$ cat src/rtl/bcd_pkg.sv
// Shared constants and FSM state type for the binary-to-BCD converter.
package bcd_pkg;
  localparam int IN_W       = 14;
  localparam int DIGIT_W    = 4;
  localparam int NUM_DIGITS = 4;
  localparam int BCD_W      = DIGIT_W * NUM_DIGITS;
  localparam int CNT_W      = 4;
  localparam logic [IN_W-1:0] MAX_VAL = 14'd9999;

  typedef enum logic {
    IDLE,
    SHIFT
  } state_e;
endpackage

$ cat src/rtl/bin_to_bcd_if.sv
// Start/done handshake plus digit outputs between a numeric source and the converter.
interface bin_to_bcd_if;
  logic                         start;
  logic [bcd_pkg::IN_W-1:0]     number;
  logic                         busy;
  logic                         done;
  logic                         overflow;
  logic [bcd_pkg::DIGIT_W-1:0]  thousands;
  logic [bcd_pkg::DIGIT_W-1:0]  hundreds;
  logic [bcd_pkg::DIGIT_W-1:0]  tens;
  logic [bcd_pkg::DIGIT_W-1:0]  ones;

  modport master (
    output start, number,
    input  busy, done, overflow, thousands, hundreds, tens, ones
  );

  modport slave (
    input  start, number,
    output busy, done, overflow, thousands, hundreds, tens, ones
  );
endinterface

$ cat src/rtl/bcd_digit_adj.sv
// Double-dabble nibble correction: add 3 when the digit is 5 or more, so the
// following left shift carries correctly into the next decimal digit.
module bcd_digit_adj
  import bcd_pkg::*;
(
  input  logic [DIGIT_W-1:0] digit_i,
  output logic [DIGIT_W-1:0] digit_o
);
  assign digit_o = (digit_i >= 4'd5) ? (digit_i + 4'd3) : digit_i;
endmodule

$ cat src/rtl/bin_to_bcd.sv
// Iterative 14-bit binary to 4-digit BCD converter (shift-and-add-3).
// One shift per cycle: digits update with a done pulse 14 edges after start.
module bin_to_bcd
  import bcd_pkg::*;
(
  input  logic         clk,
  input  logic         rst,
  bin_to_bcd_if.slave  bus
);
  state_e               state_q, state_d;
  logic [IN_W-1:0]      bin_q, bin_d;
  logic [BCD_W-1:0]     scratch_q, scratch_d;
  logic [BCD_W-1:0]     digits_q, digits_d;
  logic [CNT_W-1:0]     cnt_q, cnt_d;
  logic                 done_q, done_d;
  logic                 ovf_q, ovf_d;

  logic [BCD_W-1:0]     adj;
  logic [BCD_W-1:0]     shift_scratch;
  logic [IN_W-1:0]      shift_bin;

  for (genvar g = 0; g < NUM_DIGITS; g++) begin : g_adj
    bcd_digit_adj u_adj (
      .digit_i (scratch_q[g*DIGIT_W +: DIGIT_W]),
      .digit_o (adj[g*DIGIT_W +: DIGIT_W])
    );
  end

  // Scratch and binary shift together as one register; the binary MSB feeds the BCD LSB.
  assign {shift_scratch, shift_bin} = {adj, bin_q} << 1;

  always_comb begin
    state_d   = state_q;
    bin_d     = bin_q;
    scratch_d = scratch_q;
    digits_d  = digits_q;
    cnt_d     = cnt_q;
    ovf_d     = ovf_q;
    done_d    = 1'b0;

    case (state_q)
      IDLE: begin
        if (bus.start) begin
          if (bus.number > MAX_VAL) begin
            bin_d = MAX_VAL;
            ovf_d = 1'b1;
          end else begin
            bin_d = bus.number;
            ovf_d = 1'b0;
          end
          scratch_d = '0;
          cnt_d     = CNT_W'(IN_W);
          state_d   = SHIFT;
        end
      end
      SHIFT: begin
        scratch_d = shift_scratch;
        bin_d     = shift_bin;
        cnt_d     = cnt_q - 1'b1;
        if (cnt_q == CNT_W'(1)) begin
          digits_d = shift_scratch;
          done_d   = 1'b1;
          state_d  = IDLE;
        end
      end
      default: state_d = IDLE;
    endcase
  end

  always_ff @(posedge clk) begin
    if (rst) begin
      state_q   <= IDLE;
      bin_q     <= '0;
      scratch_q <= '0;
      digits_q  <= '0;
      cnt_q     <= '0;
      done_q    <= 1'b0;
      ovf_q     <= 1'b0;
    end else begin
      state_q   <= state_d;
      bin_q     <= bin_d;
      scratch_q <= scratch_d;
      digits_q  <= digits_d;
      cnt_q     <= cnt_d;
      done_q    <= done_d;
      ovf_q     <= ovf_d;
    end
  end

  assign bus.busy      = (state_q == SHIFT);
  assign bus.done      = done_q;
  assign bus.overflow  = ovf_q;
  assign bus.thousands = digits_q[3*DIGIT_W +: DIGIT_W];
  assign bus.hundreds  = digits_q[2*DIGIT_W +: DIGIT_W];
  assign bus.tens      = digits_q[1*DIGIT_W +: DIGIT_W];
  assign bus.ones      = digits_q[0*DIGIT_W +: DIGIT_W];
endmodule

$ cat src/flat_wrapper.sv
// flat-port wrapper written by rule: the top's interface ports become plain ports
module bin_to_bcd_flat import bcd_pkg::*;
  (clk, rst, bus_start, bus_number, bus_busy, bus_done, bus_overflow, bus_thousands, bus_hundreds, bus_tens, bus_ones);
  bin_to_bcd_if bus_i ();
  input  logic clk;
  input  logic rst;
  input wire logic [$bits(bus_i.start)-1:0] bus_start;
  input wire logic [$bits(bus_i.number)-1:0] bus_number;
  output wire logic [$bits(bus_i.busy)-1:0] bus_busy;
  output wire logic [$bits(bus_i.done)-1:0] bus_done;
  output wire logic [$bits(bus_i.overflow)-1:0] bus_overflow;
  output wire logic [$bits(bus_i.thousands)-1:0] bus_thousands;
  output wire logic [$bits(bus_i.hundreds)-1:0] bus_hundreds;
  output wire logic [$bits(bus_i.tens)-1:0] bus_tens;
  output wire logic [$bits(bus_i.ones)-1:0] bus_ones;
  assign bus_i.start = bus_start;
  assign bus_i.number = bus_number;
  assign bus_busy = bus_i.busy;
  assign bus_done = bus_i.done;
  assign bus_overflow = bus_i.overflow;
  assign bus_thousands = bus_i.thousands;
  assign bus_hundreds = bus_i.hundreds;
  assign bus_tens = bus_i.tens;
  assign bus_ones = bus_i.ones;
  bin_to_bcd u_core (.clk(clk), .rst(rst), .bus(bus_i));
endmodule
$ cat config.mk
export PLATFORM = sky130hd
export DESIGN_NAME = bin_to_bcd_flat
export DESIGN_NICKNAME = d
export VERILOG_FILES = /design/src/rtl/bcd_pkg.sv /design/src/rtl/bin_to_bcd_if.sv /design/src/rtl/bcd_digit_adj.sv /design/src/rtl/bin_to_bcd.sv /design/src/flat_wrapper.sv
export SDC_FILE = /design/constraint.sdc
export NUM_CORES = 1
export LEC_CHECK = 0
export ABC_AREA = 1
export CORE_MARGIN = 4
export CORE_UTILIZATION = 40
export DETAILED_ROUTE_END_ITERATION = 10
export PLACE_DENSITY = 0.66
export SETUP_SLACK_MARGIN = 0.02
export SLEW_MARGIN = 20
export SYNTH_ARGS = -nofsm -noshare
export SYNTH_HDL_FRONTEND = slang
export SYNTH_SLANG_ARGS = --single-unit
$ cat constraint.sdc
create_clock -name clk -period 1.9 [get_ports clk]
set_clock_uncertainty 0.15 [all_clocks]
set_input_delay 0.285 -clock clk [delete_from_list [all_inputs] [get_ports clk]]
set_output_delay 0.285 -clock clk [all_outputs]
set_load 0.005 [all_outputs]
==> impl_metrics.tcl <==
set metrics [dict create \
    post-route-worst-setup-slack_ps 182.1 \
    switching_share_pct 25.74 \
    detailed_place_hpwl_mm 4.004 \
    cts_tree "yes" \
    yosys.cell_count.top_type "sky130_fd_sc_hd__nand2_1" \
    power.leakage_uw 0.001324 \
    number_of_distinct_standard_cells_referenced_by_the_synthesized_netlist 29 \
    wire_length_of_the_first_global_routing_pass_mm 9.349 \
    globalRoute.totalOverflow 0 \
    r2r.worst_path.cells 8 \
    max-cap-violations 0 \
    synthesis.area_um2 2585 \
    rows 29 \
    port-buffer-count 35 \
    worst-path-stages 1 \
    area_delta_synth_final_pct 20.18 \
    detail_route.wirelength_mm 5.420 \
    power.clock.fraction_pct 30.7 \
    max_freq_ghz 0.5821 \
    synth_seq_area_share_pct 41.05 \
    endpoint_required_time_on_the_critical_path_ps 1460 \
    timing.final.setup_violations 0 \
    cts_setup_buffers 0 \
    clk_pin_slew_worst_paths_ps 100 \
    grt_max_degree 21 \
    ys_top_cells_by_area "sky130_fd_sc_hd__dfxtp_1, sky130_fd_sc_hd__nand2_1, sky130_fd_sc_hd__nand3_1" \
    finalNetCount 414 \
    timing.critical_path.max_delay_family "buffers and inverters" \
    final_estimated_routing_congestion_in_global_placement 0.8441 \
    maxSlewHeadroom_pct 75.79 \
    unrepaired_setup_endpoints_after_global_routing "no" \
    critical_path.reg2reg.startpoint "u_core.scratch_q[0]" \
    cp-end-kind "output pin" \
    holdCritPathClass "reg -> reg" \
    die_h_um 88.39 \
    clockRootBuffer "sky130_fd_sc_hd__clkbuf_8" \
    post-layout-total-power_uw 2040 \
    grt_util_met1_pct 18.90 \
    fin_crit_sh_pct 90.41 \
    max_clock_buf_depth 2 \
    antenna_found_initial 0 \
    cts_htree_levels 2 \
    sequentialPowerShare_pct 57.5 \
    antenna-diode-count 0 \
    postSynthRegisterBits 53 \
    timing.final.hold_violations 0 \
    synth_async_sr_flop_share_pct 0 \
    synth-edff-count 0 \
    grt_pass1_vias 2133 \
    num-fill-cells 656 \
    netlist_top_cells_count "sky130_fd_sc_hd__nand2_1, sky130_fd_sc_hd__dfxtp_1, sky130_fd_sc_hd__nand3_1, sky130_fd_sc_hd__a21oi_1, sky130_fd_sc_hd__inv_1" \
    setup_total_negative_slack_ps 0 \
    detail_route.iter0.violations 116 \
    vdd_ir_drop_max_v 0.0003756 \
    numClockSinks 53 \
    synthFlopType "sky130_fd_sc_hd__dfxtp_1" \
    route.detailed.wl_per_inst_um 11.66 \
    synthDominantCellAreaShare_pct 41.05 \
    clk_latency_ps 300 \
    synth.largest_area_cell "sky130_fd_sc_hd__dfxtp_1" \
    crit_chain "clkdlybuf4s50_1" \
    layer_carrying_the_most_global_route_usage "met2" \
    tightestPinTransition_ps 362.0 \
    cts_inserted_buffers 5 \
    synth-warning-count 0 \
    globalRouteMet2Util_pct 25.56 \
    path_buf_inv 1 \
    whs_ps 316.8 \
    min_period_ps 1718 \
    initial_utilization_pct 40.94 \
    critPathSlowestCell "sky130_fd_sc_hd__clkdlybuf4s50_1" \
    die-width_um 88.39 \
    maxSlewViolCount 0 \
    number_of_instances_in_the_synthesized_netlist 349 \
    post-place-ws_ps 158.4 \
    drc_violations_left 0 \
    critical_path.max_fanout 7 \
    setup.worst_path.class "reg -> out" \
    synthesis.area_per_instance_um2 7.407 \
    holdBufCountCts 0 \
    number_of_top_level_design_ports 36 \
    cp_data_arrival_time_ps 1280 \
    core_region_area_um2 6314 \
    postSynthNetCount 376 \
    ant_nets 0 \
    worstHoldPathCells 2 \
    global_route_met3_usage_pct 2.793 \
    power.density_cell_area_nw_per_um2 656.8 \
    final_util_pct 49.21 \
    critPathMaxStageDelay_ps 530 \
    critPathLaunch "u_core.bus.busy" \
    internal_power_uw 1515 \
    net-switching-power_uw 525.1 \
    avgViaCountPerCell 4.970 \
    drive_gt1_share_pct 8.505 \
    start_kind "flip-flop" \
    area_enclosed_by_the_die_boundary_um2 7813 \
    hold_start "u_core.scratch_q[5]" \
    vias 2311 \
    track_usage_pct 14.83 \
    run_status "complete, no violations" \
    drt-pass1-iter-count 4 \
    share_comb_of_total_power_pct 11.9 \
]
per-layer routing:
layer / vias to the layer above / part of all wire (%)
met5: - / 0
met4: 0 / 1.0
met3: 6 / 4.9
met2: 47 / 46
met1: 1039 / 48
li1: 1219 / -
what timing repair did:
item,4_1_cts,5_1_grt
gates resized for setup,0,1
endpoints found under the hold margin,0,0
setup endpoints to repair,0,1
layout make-up:
type	instances	area, um^2	area share (%)
Timing Repair Buffer	46	445.4	14.34
Multi-Input combinational cell	246	1287	41.44
Tap cell	77	96.34	3.101
Inverter	35	131.4	4.229
Sequential cell	53	1062	34.19
Clock buffer	7	76.32	2.457
Clock inverter	1	7.507	0.2416
cells by family after synthesis:
group	synth area share, %
adder cells (fa/ha/maj)	4.840
flip-flops	41.05
AO/OA/AOI/OAI	11.37
AND/OR/NAND/NOR	32.04
buffers and inverters	9.148
multiplexers	1.549
path summary, 6_finish.rpt:
path | to | slack, ps
setup / recovery | bus_busy | 180
setup reg to reg | u_core.scratch_q[2] | 370
hold reg to reg | u_core.scratch_q[5] | 320
hold / removal | u_core.scratch_q[5] | 320
sequential cells by signal, summed over array words and instances (netlist names):
name	cells
u_core.digits_q	16
u_core.scratch_q	16
u_core.bus.done	1
u_core.cnt_q	4
u_core.bus.busy	1
u_core.bin_q	14
u_core.bus.overflow	1
power groups by stage:
stage / sequential, uW / combinational, uW / clock (uW)
3_3_place_gp: 1200 / 242 / 0
2_1_floorplan: 1190 / 163 / 0
3_5_place_dp: 1200 / 244 / 0
5_1_grt: 1180 / 274 / 684
4_1_cts: 1170 / 245 / 645
6_report: 1170 / 242 / 626
layout by cell type (no fill, tap or decap), drive strengths merged, types with 8 or more instances in the layout:
cell / Yosys / final
nand2: 108 / 108
dfxtp: 53 / 53
nand3: 50 / 50
a21oi: 36 / 36
clkdlybuf4s50: 0 / 35
inv: 35 / 35
nor2: 12 / 12
buf: 12 / 11
ha: 10 / 10
nand4: 8 / 8
stage by stage:
stage          std cells  area, um^2
6_report             465        3107
5_1_grt              465        3107
4_1_cts              465        3105
3_5_place_dp         457        3022
3_3_place_gp         457        3022
2_1_floorplan        349        2585
No activity file was read; power rests on OpenSTA's default activity.
